[src/rtl/bcd_led_scan_pkg.sv]
// -----------------------------------------------------------------------------
// bcd_led_scan_pkg
//   Shared definitions for the bcd_led_scan display driver:
//   - 7-segment patterns, bit order {a,b,c,d,e,f,g,dp}, active-high
//   - FSM state encoding for the conversion controller
// -----------------------------------------------------------------------------
package bcd_led_scan_pkg;

  // Segment patterns for decimal digits.
  localparam logic [7:0] SEG_0     = 8'b1111_1100;
  localparam logic [7:0] SEG_1     = 8'b0110_0000;
  localparam logic [7:0] SEG_2     = 8'b1101_1010;
  localparam logic [7:0] SEG_3     = 8'b1111_0010;
  localparam logic [7:0] SEG_4     = 8'b0110_0110;
  localparam logic [7:0] SEG_5     = 8'b1011_0110;
  localparam logic [7:0] SEG_6     = 8'b1011_1110;
  localparam logic [7:0] SEG_7     = 8'b1110_0000;
  localparam logic [7:0] SEG_8     = 8'b1111_1110;
  localparam logic [7:0] SEG_9     = 8'b1111_0110;

  // Overflow indicator: only the middle bar (g) lit.
  localparam logic [7:0] SEG_DASH  = 8'b0000_0010;
  localparam logic [7:0] SEG_BLANK = 8'b0000_0000;

  // Conversion FSM encoding.
  localparam logic [1:0] S_IDLE = 2'd0;
  localparam logic [1:0] S_CONV = 2'd1;
  localparam logic [1:0] S_DONE = 2'd2;

  typedef enum logic [1:0] {
    ST_IDLE = S_IDLE,
    ST_CONV = S_CONV,
    ST_DONE = S_DONE
  } state_e;

endpackage : bcd_led_scan_pkg

[src/rtl/seg7_encode.sv]
// -----------------------------------------------------------------------------
// seg7_encode
//   Combinational BCD nibble to 7-segment pattern decoder.
//   Ports:
//     bcd  in  4  BCD digit; codes 10..15 decode to an unlit digit
//     seg  out 8  segments {a,b,c,d,e,f,g,dp}, active-high
// -----------------------------------------------------------------------------
module seg7_encode
  import bcd_led_scan_pkg::*;
(
  input  logic [3:0] bcd,
  output logic [7:0] seg
);

  always_comb begin
    case (bcd)
      4'd0:    seg = SEG_0;
      4'd1:    seg = SEG_1;
      4'd2:    seg = SEG_2;
      4'd3:    seg = SEG_3;
      4'd4:    seg = SEG_4;
      4'd5:    seg = SEG_5;
      4'd6:    seg = SEG_6;
      4'd7:    seg = SEG_7;
      4'd8:    seg = SEG_8;
      4'd9:    seg = SEG_9;
      // Non-BCD codes show nothing rather than garbage.
      default: seg = SEG_BLANK;
    endcase
  end

endmodule : seg7_encode

[src/rtl/bcd_led_scan.sv]
// -----------------------------------------------------------------------------
// bcd_led_scan
//   Binary to multiplexed 7-segment display driver. A binary value accepted
//   on a valid/ready handshake is converted to BCD by a sequential
//   double-dabble engine (one input bit per clock). The result is shown on a
//   common-segment LED bank, one digit at a time, with optional leading-zero
//   blanking and a dash pattern when the value does not fit in DIGITS digits.
//
//   Parameters:
//     IN_W      binary input width (1..32)
//     DIGITS    number of BCD digits / LED positions (1..10)
//     SCAN_DIV  clocks each digit stays selected (>=1)
//     BLANK_LZ  1 = blank leading zeros (digit 0 is never blanked)
//
//   Ports:
//     clk        in   system clock, rising edge
//     rst        in   synchronous reset, active-high; forces all outputs to 0
//     in_valid   in   in_data valid
//     in_data    in   unsigned binary value, IN_W bits
//     in_ready   out  block idle and able to accept in_data
//     bcd_out    out  last converted BCD value, digit 0 in [3:0]
//     bcd_valid  out  one-cycle pulse: bcd_out / overflow just updated
//     overflow   out  last value >= 10**DIGITS, held until next bcd_valid
//     seg        out  segments {a,b,c,d,e,f,g,dp}, active-high
//     dig_sel    out  one-hot digit enable, bit i = digit i
// -----------------------------------------------------------------------------
module bcd_led_scan
  import bcd_led_scan_pkg::*;
#(
  parameter int IN_W     = 28,
  parameter int DIGITS   = 8,
  parameter int SCAN_DIV = 1000,
  parameter int BLANK_LZ = 1
) (
  input  logic                  clk,
  input  logic                  rst,
  input  logic                  in_valid,
  input  logic [IN_W-1:0]       in_data,
  output logic                  in_ready,
  output logic [4*DIGITS-1:0]   bcd_out,
  output logic                  bcd_valid,
  output logic                  overflow,
  output logic [7:0]            seg,
  output logic [DIGITS-1:0]     dig_sel
);

  localparam int ACC_W = 4 * DIGITS;
  localparam int CNT_W = $clog2(IN_W + 1);
  localparam int PS_W  = (SCAN_DIV > 1) ? $clog2(SCAN_DIV) : 1;
  localparam int IDX_W = (DIGITS > 1) ? $clog2(DIGITS) : 1;

  // ---------------------------------------------------------------------------
  // Conversion state
  // ---------------------------------------------------------------------------
  state_e             state_q,  state_d;
  logic [IN_W-1:0]    shreg_q,  shreg_d;
  logic [ACC_W-1:0]   acc_q,    acc_d;
  logic               sticky_q, sticky_d;
  logic [CNT_W-1:0]   cnt_q,    cnt_d;

  // Result / display registers
  logic [ACC_W-1:0]   bcd_q,    bcd_d;
  logic               ovf_q,    ovf_d;
  logic               valid_q,  valid_d;
  logic [ACC_W-1:0]   disp_q,   disp_d;

  // Scan state
  logic [PS_W-1:0]    ps_q,     ps_d;
  logic [IDX_W-1:0]   idx_q,    idx_d;
  logic [7:0]         seg_q,    seg_d;
  logic [DIGITS-1:0]  dsel_q,   dsel_d;

  // Double-dabble helper: accumulator with every nibble >= 5 corrected by +3.
  logic [ACC_W-1:0]   adj;

  // Scan helpers
  logic [3:0]         nibble;
  logic               upper_zero;
  logic [7:0]         enc_seg;

  // ---------------------------------------------------------------------------
  // Conversion FSM and double-dabble datapath
  // ---------------------------------------------------------------------------
  // NOTE: every signal assigned in an always_comb gets a default first; a path
  // that leaves one unassigned would infer a latch.
  always_comb begin
    state_d  = state_q;
    shreg_d  = shreg_q;
    acc_d    = acc_q;
    sticky_d = sticky_q;
    cnt_d    = cnt_q;
    bcd_d    = bcd_q;
    ovf_d    = ovf_q;
    disp_d   = disp_q;
    valid_d  = 1'b0;

    adj = acc_q;
    for (int k = 0; k < DIGITS; k++) begin
      if (acc_q[4*k +: 4] >= 4'd5) begin
        adj[4*k +: 4] = acc_q[4*k +: 4] + 4'd3;
      end
    end

    unique case (state_q)
      ST_IDLE: begin
        if (in_valid) begin
          shreg_d  = in_data;
          acc_d    = '0;
          sticky_d = 1'b0;
          cnt_d    = CNT_W'(IN_W);
          state_d  = ST_CONV;
        end
      end

      ST_CONV: begin
        // Shift {ovf_bit, acc, shreg} left by one; the bit falling out of the
        // accumulator top means the value no longer fits in DIGITS digits.
        acc_d    = {adj[ACC_W-2:0], shreg_q[IN_W-1]};
        shreg_d  = shreg_q << 1;
        sticky_d = sticky_q | adj[ACC_W-1];
        cnt_d    = cnt_q - CNT_W'(1);
        if (cnt_q == CNT_W'(1)) begin
          // Results are latched on the edge into DONE so that bcd_out,
          // overflow and the display register are already valid during the
          // DONE cycle in which bcd_valid is high.
          state_d = ST_DONE;
          bcd_d   = acc_d;
          ovf_d   = sticky_d;
          disp_d  = acc_d;
          valid_d = 1'b1;
        end
      end

      ST_DONE: begin
        state_d = ST_IDLE;
      end

      default: begin
        state_d = ST_IDLE;
      end
    endcase
  end

  // ---------------------------------------------------------------------------
  // Scan counter and digit multiplexer
  // ---------------------------------------------------------------------------
  always_comb begin
    nibble     = '0;
    upper_zero = 1'b0;
    for (int k = 0; k < DIGITS; k++) begin
      if (idx_q == IDX_W'(k)) begin
        nibble     = disp_q[4*k +: 4];
        // Digit k is a leading zero when it and every digit above it are 0.
        upper_zero = ((disp_q >> (4*k)) == '0);
      end
    end
  end

  seg7_encode u_seg7_encode (
    .bcd (nibble),
    .seg (enc_seg)
  );

  always_comb begin
    ps_d  = ps_q + PS_W'(1);
    idx_d = idx_q;
    if (ps_q == PS_W'(SCAN_DIV - 1)) begin
      ps_d  = '0;
      idx_d = (idx_q == IDX_W'(DIGITS - 1)) ? '0 : idx_q + IDX_W'(1);
    end

    seg_d = enc_seg;
    if (ovf_q) begin
      seg_d = SEG_DASH;
    end else if ((BLANK_LZ != 0) && (idx_q != '0) && upper_zero) begin
      seg_d = SEG_BLANK;
    end

    dsel_d = DIGITS'(1) << idx_q;
  end

  // ---------------------------------------------------------------------------
  // State registers
  // ---------------------------------------------------------------------------
  // NOTE: sequential state uses non-blocking assignments so every flop samples
  // the values from before the edge, regardless of statement order.
  always_ff @(posedge clk) begin
    if (rst) begin
      state_q  <= ST_IDLE;
      shreg_q  <= '0;
      acc_q    <= '0;
      sticky_q <= 1'b0;
      cnt_q    <= '0;
      bcd_q    <= '0;
      ovf_q    <= 1'b0;
      valid_q  <= 1'b0;
      disp_q   <= '0;
      ps_q     <= '0;
      idx_q    <= '0;
      seg_q    <= '0;
      dsel_q   <= '0;
    end else begin
      state_q  <= state_d;
      shreg_q  <= shreg_d;
      acc_q    <= acc_d;
      sticky_q <= sticky_d;
      cnt_q    <= cnt_d;
      bcd_q    <= bcd_d;
      ovf_q    <= ovf_d;
      valid_q  <= valid_d;
      disp_q   <= disp_d;
      ps_q     <= ps_d;
      idx_q    <= idx_d;
      seg_q    <= seg_d;
      dsel_q   <= dsel_d;
    end
  end

  // ---------------------------------------------------------------------------
  // Outputs: held at 0 for the whole time rst is high, including the cycle
  // before the reset edge has cleared the registers.
  // ---------------------------------------------------------------------------
  assign in_ready  = (state_q == ST_IDLE) && !rst;
  assign bcd_out   = rst ? '0 : bcd_q;
  assign bcd_valid = valid_q && !rst;
  assign overflow  = ovf_q && !rst;
  assign seg       = rst ? '0 : seg_q;
  assign dig_sel   = rst ? '0 : dsel_q;

endmodule : bcd_led_scan

[config.mk]
export PLATFORM = sky130hd
export DESIGN_NAME = bcd_led_scan
export DESIGN_NICKNAME = d
export VERILOG_FILES = /design/src/rtl/bcd_led_scan_pkg.sv /design/src/rtl/seg7_encode.sv /design/src/rtl/bcd_led_scan.sv
export SDC_FILE = /design/constraint.sdc
export NUM_CORES = 1
export LEC_CHECK = 0
export CELL_PAD_IN_SITES_DETAIL_PLACEMENT = 0
export CELL_PAD_IN_SITES_GLOBAL_PLACEMENT = 1
export CORE_MARGIN = 3
export CORE_UTILIZATION = 42
export DETAILED_ROUTE_END_ITERATION = 8
export PLACE_DENSITY = 0.9
export SYNTH_ARGS = -nofsm -noshare
export SYNTH_HDL_FRONTEND = slang
export SYNTH_SLANG_ARGS = --single-unit
[constraint.sdc]
create_clock -name clk -period 3.5 [get_ports clk]
set_input_delay 0.7 -clock clk [delete_from_list [all_inputs] [get_ports clk]]
set_output_delay 0.7 -clock clk [all_outputs]
set_load 0.1 [all_outputs]
==> run summary, run 1 <==
status: finished clean
crit path capture type: register
Resized Gates After CTS: 0
H-tree depth: 4
CTS root buffer: clkbuf_16
reg-to-reg critical path endpoint: seg_q[1]
die height: 134 um
Internal Power: 2.89 mW
Reg power frac: 0.416
die area: 17900 um2
clk_lat worst skew: 0.42 ns
routing usage on met3: 0.0506
Async SR Flop Fraction: 0
FF-to-FF setup slack: 0.69 ns
worst path arrival time: 3.11 ns
fraction of layout cells with a size suffix above 1: 0.144
worst reg-to-reg path cell count: 10
Detail Route Antenna Nets: 0
Finished Layout Cells: 1112
pin count of the biggest net entering global routing: 57
Synth cell types: 62
buffers and inverters on the worst path: 0
top_reg_cell synth: dfxtp_1
Crit. Startpoint: idx_q[0]
Die X: 134 um
Overflow after GRT: 0
Starting Density: 0.430
RSZ-0062 raised after global routing: no
IO buf count: 80
drt wl/cell: 14.9 um
Pre-antenna DRT Iters: 5
crit path launch type: register
Setup TNS: 0 ns
Setup Buffers After CTS: 0
Critical Path Fanout Max: 14
Top Ports: 82
initial antenna violation count: 0
net count reported at finish: 947
syn nets: 893
maximum vdd drop: 0.364 mV
number of synthesized flops with an enable pin: 0
commonest non-fill, non-tap cell in the layout: dfxtp_1
final setup violation count: 0
Final min period: 2.81 ns
Worst Tran Pin Value: 0.775 ns
Max Buffers Root-to-Sink: 2
power per cell area: 458 nW/um2
DRC: 0
yosys warns: 0
Reg-to-Reg Start: idx_q[0]
first-pass GRT wire length: 27400 um
Synth Cell Area: 6850 um2
Slew Viols, Final: 0
vias per cell: 5.44
most frequent cells in the layout: dfxtp_1 (130), nor2_1 (91), a21oi_1 (89), nor2b_1 (80), buf_4 (61)
Mean Syn Cell Area: 8.24 um2
GR Util met1: 0.252
DP Worst Slack: 0.720 ns
GPL Wtd Cong: 0.897
met2 GRT Util: 0.288
biggest cell delay along the critical path: 0.46 ns
initial drt markers: 372
fin crit share: 0.802
worst hold path class: reg2reg
vias in the first global route: 5524
sink count of the clock tree: 130
crit-path cells: ha_1, ha_1, nor2_1, a221oi_1, o211ai_1, a21oi_1, ha_1, nor2b_4, o21a_1, a221o_1
GRT Total Usage: 0.187
placed cells: 1083
core area: 15900 um2
Yosys reg bits: 130
gr busiest metal: met2
Static Leakage: 3.16 nW
n_diodes: 0
clock power share: 0.482
CTS tree: built
Core Rows: 46
CTS Buf Count: 17
Worst Hold End: ps_q[0]
setup ws final: 0.691 ns
Final Hold Fails: 0
final core utilization: 0.519
Slowest-stage cell, CP: ha_1
Worst Hold Depth: 1
routed vias: 6046
sw frac: 0.238
Comb pwr share: 0.102
hold buffers post-CTS: 0
fmax: 356 MHz
Synth Instances: 832
critical path type: reg2reg
CP top delay family: compound AO/OA/AOI/OAI gates
dpl hpwl: 11200 um
final WL: 16600 um
worst relative slew slack: 0.483
Required @ worst endpoint: 3.80 ns
Max-Cap Viols: 0
Clk pin slew, worst setup/hold paths: 0.05 ns
clock skew: 0.00736 ns
post-synthesis sequential area ratio: 0.380
Psw: 0.902 mW
Synth-to-Final Area Change: 20.8%
HP Start: ps_q[0]
most frequent CP cell: ha_1
## stage by stage
| stage | power [mW] | cell area, um2 | hold WS (ns) |
|---|---|---|---|
| final | 3.79 | 8280 | 0.442 |
| after global routing | 3.92 | 8280 | 0.464 |
| after CTS | 3.82 | 8280 | 0.447 |
| after detailed placement | 1.99 | 7670 | 0.441 |
| after global placement | 1.99 | 7670 | 0.429 |
| after floorplan | 1.88 | 6860 | 0.413 |
## power groups by stage
stage                     Combinational (mW)  Clock [mW]  Sequential, mW
after detailed placement               0.388           0            1.61
final                                  0.387        1.83            1.58
after floorplan                        0.291           0            1.59
after global routing                   0.426        1.91            1.58
after CTS                              0.389        1.86            1.58
after global placement                 0.385           0            1.61
## routing by layer
metal / vias to the layer above / wire length (um) / part of all wire
met5: - / 0 / 0
met4: 0 / 414 / 0.025
met3: 31 / 887 / 0.054
met2: 155 / 7350 / 0.44
met1: 2826 / 7910 / 0.48
li1: 3034 / - / -
## worst max path at each step
stage	end	cells after the start	slack [ns]
6_report	seg_q[1]	10	0.69
5_1_grt	seg_q[7]	11	0.40
4_1_cts	seg_q[1]	10	0.69
3_5_place_dp	seg_q[1]	10	0.72
3_3_place_gp	seg_q[1]	10	0.83
2_1_floorplan	bcd_out[0]	3	0.36
## cell type report
type | count | area, um2
well taps | 216 | 270
clock inverters | 4 | 97.6
inverters | 31 | 116
flip-flops and latches | 130 | 2600
clock buffers | 25 | 505
repair buffers | 92 | 788
multi-input cells | 614 | 3900
fillers | 1522 | 7660
## kinds of logic after synthesis
kind of cell,after synthesis,share of synthesized area
AND/OR/NAND/NOR,337,0.256
AO/OA/AOI/OAI,224,0.226
flip-flops,130,0.380
other,1,0.000547
buffers and inverters,88,0.0531
multiplexers,9,0.0131
XOR/XNOR,13,0.0166
adder cells (fa/ha/maj),30,0.0548
## cells in the mapped netlist (2+ instances only)
master,instances,area share
buf_4,4,0.0044
ha_1,30,0.055
mux2i_1,9,0.013
o31ai_1,2,0.0022
o21a_1,4,0.0044
o221a_2,28,0.046
buf_2,8,0.0058
and3_1,7,0.0064
nand2b_1,13,0.012
nand3_1,14,0.010
or3_1,3,0.0027
o22ai_1,2,0.0018
nor3b_1,19,0.021
o211ai_1,4,0.0044
and2_1,8,0.0073
buf_1,2,0.0011
a21boi_0,3,0.0033
a211oi_1,20,0.022
o22a_1,4,0.0051
xnor2_1,10,0.013
a21oi_1,89,0.065
o21ai_0,30,0.022
dfxtp_1,130,0.38
clkbuf_1,41,0.022
nor2b_1,81,0.074
xor2_1,3,0.0038
nor3_1,23,0.017
nor2_1,92,0.050
a22oi_1,18,0.020
nand4_1,3,0.0027
nor4_1,8,0.0073
nand3b_1,8,0.0088
inv_1,29,0.016
a2bb2oi_1,5,0.0064
nand2_1,51,0.028
## flip-flops by register name, summed over array words and instances, names as in the netlist
name,count
acc_q,32
sticky_q,1
dsel_q,8
ps_q,10
idx_q,3
state_q,2
valid_q,1
disp_q,32
ovf_q,1
cnt_q,5
seg_q,7
shreg_q,28
Power figures use the tool's default switching activity.
==> run 2, diff against run 1 <==
Settings changed: CORE_UTILIZATION 42 to 38, PLACE_DENSITY 0.9 to 0.86.
Clock period 3.5 ns to 2.3 ns, I/O delays scaled along.
==> run 2 against run 1 <==
Against the previous run: critical path depth did not move; sequential cell count did not move; sequential power rose by 52%; cell count rose by 4.2%; register-to-register slack got worse by 0.66 ns; final area rose by 12%; worst hold slack got worse by 0.0015 ns; global-route usage fell by 0.96 points; combinational power rose by 71%; first-iteration DRC count rose by 12%; critical endpoint is now seg_q[6]; largest cell class unchanged.
==> run summary, run 2 (same netlist as run 1, synthesis figures left out) <==
status: finished clean
Static Leakage: 3.51 nW
DRC: 0
buffers and inverters on the worst path: 2
reg-to-reg critical path endpoint: seg_q[6]
placed cells: 1121
Final Hold Fails: 0
IO buf count: 80
net count reported at finish: 984
Overflow after GRT: 0
first-pass GRT wire length: 28600 um
DP Worst Slack: -0.105 ns
Top Ports: 82
CTS root buffer: clkbuf_16
GRT Total Usage: 0.177
crit path launch type: register
Finished Layout Cells: 1159
CTS tree: built
Clk pin slew, worst setup/hold paths: 0.05 ns
vias in the first global route: 5723
setup ws final: 0.0273 ns
final setup violation count: 0
crit path capture type: register
Worst Tran Pin Value: 0.744 ns
clock skew: 0.00648 ns
maximum vdd drop: 0.610 mV
HP Start: ps_q[0]
biggest cell delay along the critical path: 0.37 ns
RSZ-0062 raised after global routing: yes
most frequent cells in the layout: dfxtp_1 (128), nor2_1 (90), a21oi_1 (88), nor2b_1 (71), buf_12 (55)
die height: 140 um
Die X: 140 um
power per cell area: 604 nW/um2
Max Buffers Root-to-Sink: 2
Synth-to-Final Area Change: 35.8%
fmax: 440 MHz
drt wl/cell: 15.2 um
pin count of the biggest net entering global routing: 62
H-tree depth: 4
Slew Viols, Final: 0
CTS Buf Count: 17
commonest non-fill, non-tap cell in the layout: dfxtp_1
FF-to-FF setup slack: 0.03 ns
Worst Hold End: ps_q[0]
Critical Path Fanout Max: 8
total power: 5.63 mW
Setup TNS: 0 ns
Starting Density: 0.392
Detail Route Antenna Nets: 0
core area: 17500 um2
routed vias: 6131
clk_lat worst skew: 0.42 ns
Core Rows: 48
initial antenna violation count: 0
sink count of the clock tree: 130
worst relative slew slack: 0.504
Reg-to-Reg Start: idx_q[0]
Pre-antenna DRT Iters: 4
Largest regs: acc_q x32, disp_q x32, shreg_q x28
critical path type: reg2reg
GPL Wtd Cong: 0.849
Final min period: 2.27 ns
fraction of layout cells with a size suffix above 1: 0.204
die area: 19700 um2
CP top delay family: adder cells
worst hold path class: reg2reg
dpl hpwl: 12200 um
worst reg-to-reg path cell count: 10
initial drt markers: 415
n_diodes: 0
fin crit share: 0.988
Slowest-stage cell, CP: dfxtp_4
Max-Cap Viols: 0
final WL: 17600 um
vias per cell: 5.29
Worst Hold Depth: 1
worst path arrival time: 2.58 ns
crit-path cells: ha_4, ha_4, buf_4, buf_4, a311oi_2, a22oi_2, ha_2, and2_4, o22ai_2, and2_1
Required @ worst endpoint: 2.61 ns
run 2: worst max-delay path by stage:
stage                     cells after the start  slack, ns    endpoint      from
after detailed placement                     10      -0.11    seg_q[6]  idx_q[1]
after floorplan                               3      -0.36  bcd_out[0]       rst
after global placement                       10      -0.05    seg_q[6]  idx_q[1]
after CTS                                    10      0.002    seg_q[1]  idx_q[0]
final                                        10       0.03    seg_q[6]  idx_q[0]
after global routing                         11      -0.09    seg_q[7]  idx_q[0]
run 2: worst reg2reg max path, cell delays in order (launching register included):
cell      delay (ns)
dfxtp_4         0.37
ha_4            0.18
ha_4            0.19
buf_4           0.14
buf_4           0.13
a311oi_2        0.30
a22oi_2         0.14
ha_2            0.35
and2_4          0.14
o22ai_2         0.06
and2_1          0.17
run 2: report_power, final:
group	switching (mW)	internal (mW)	total, mW
clock network	0.931	1.64	2.57
logic	0.383	0.280	0.663
registers	0.0585	2.34	2.40
run 2: stage by stage:
stage	hold WS, ns	utilization	cell area (um2)
6_report	0.441	0.533	9310
2_1_floorplan	0.413	-	6910
3_5_place_dp	0.435	0.493	8620
3_3_place_gp	0.426	0.493	8620
4_1_cts	0.445	0.529	9240
5_1_grt	0.461	0.533	9310
run 2: area by class of cell:
cell class	count	area, um2
inverters	31	116
multi-input cells	614	4020
clock inverters	5	78.8
repair buffers	129	1730
fillers	1589	8170
clock buffers	25	475
flip-flops and latches	130	2610
well taps	225	282
run 2: routing by layer:
metal	GRT usage	up-vias	wire, um	share of wire
li1	-	3111	-	-
met3	0.0447	20	759	0.043
met1	0.230	2859	8200	0.46
met4	0.0449	0	196	0.011
met2	0.296	141	8490	0.48
met5	0	-	0	0
run 2: timing repair:
| item | 4_1_cts | 5_1_grt |
|---|---|---|
| buffers inserted | 2 | 6 |
| endpoints found under the setup margin | 6 | 6 |
| hold buffers | 0 | 0 |
| pin swaps | 4 | 6 |
| resized for setup | 10 | 9 |
==> run 3, diff against run 2 <==
Settings changed: GPL_TIMING_DRIVEN set to 1.
==> results of run 3 <==
Same layout as run 2: the final DEF is identical, and so are final timing and power.
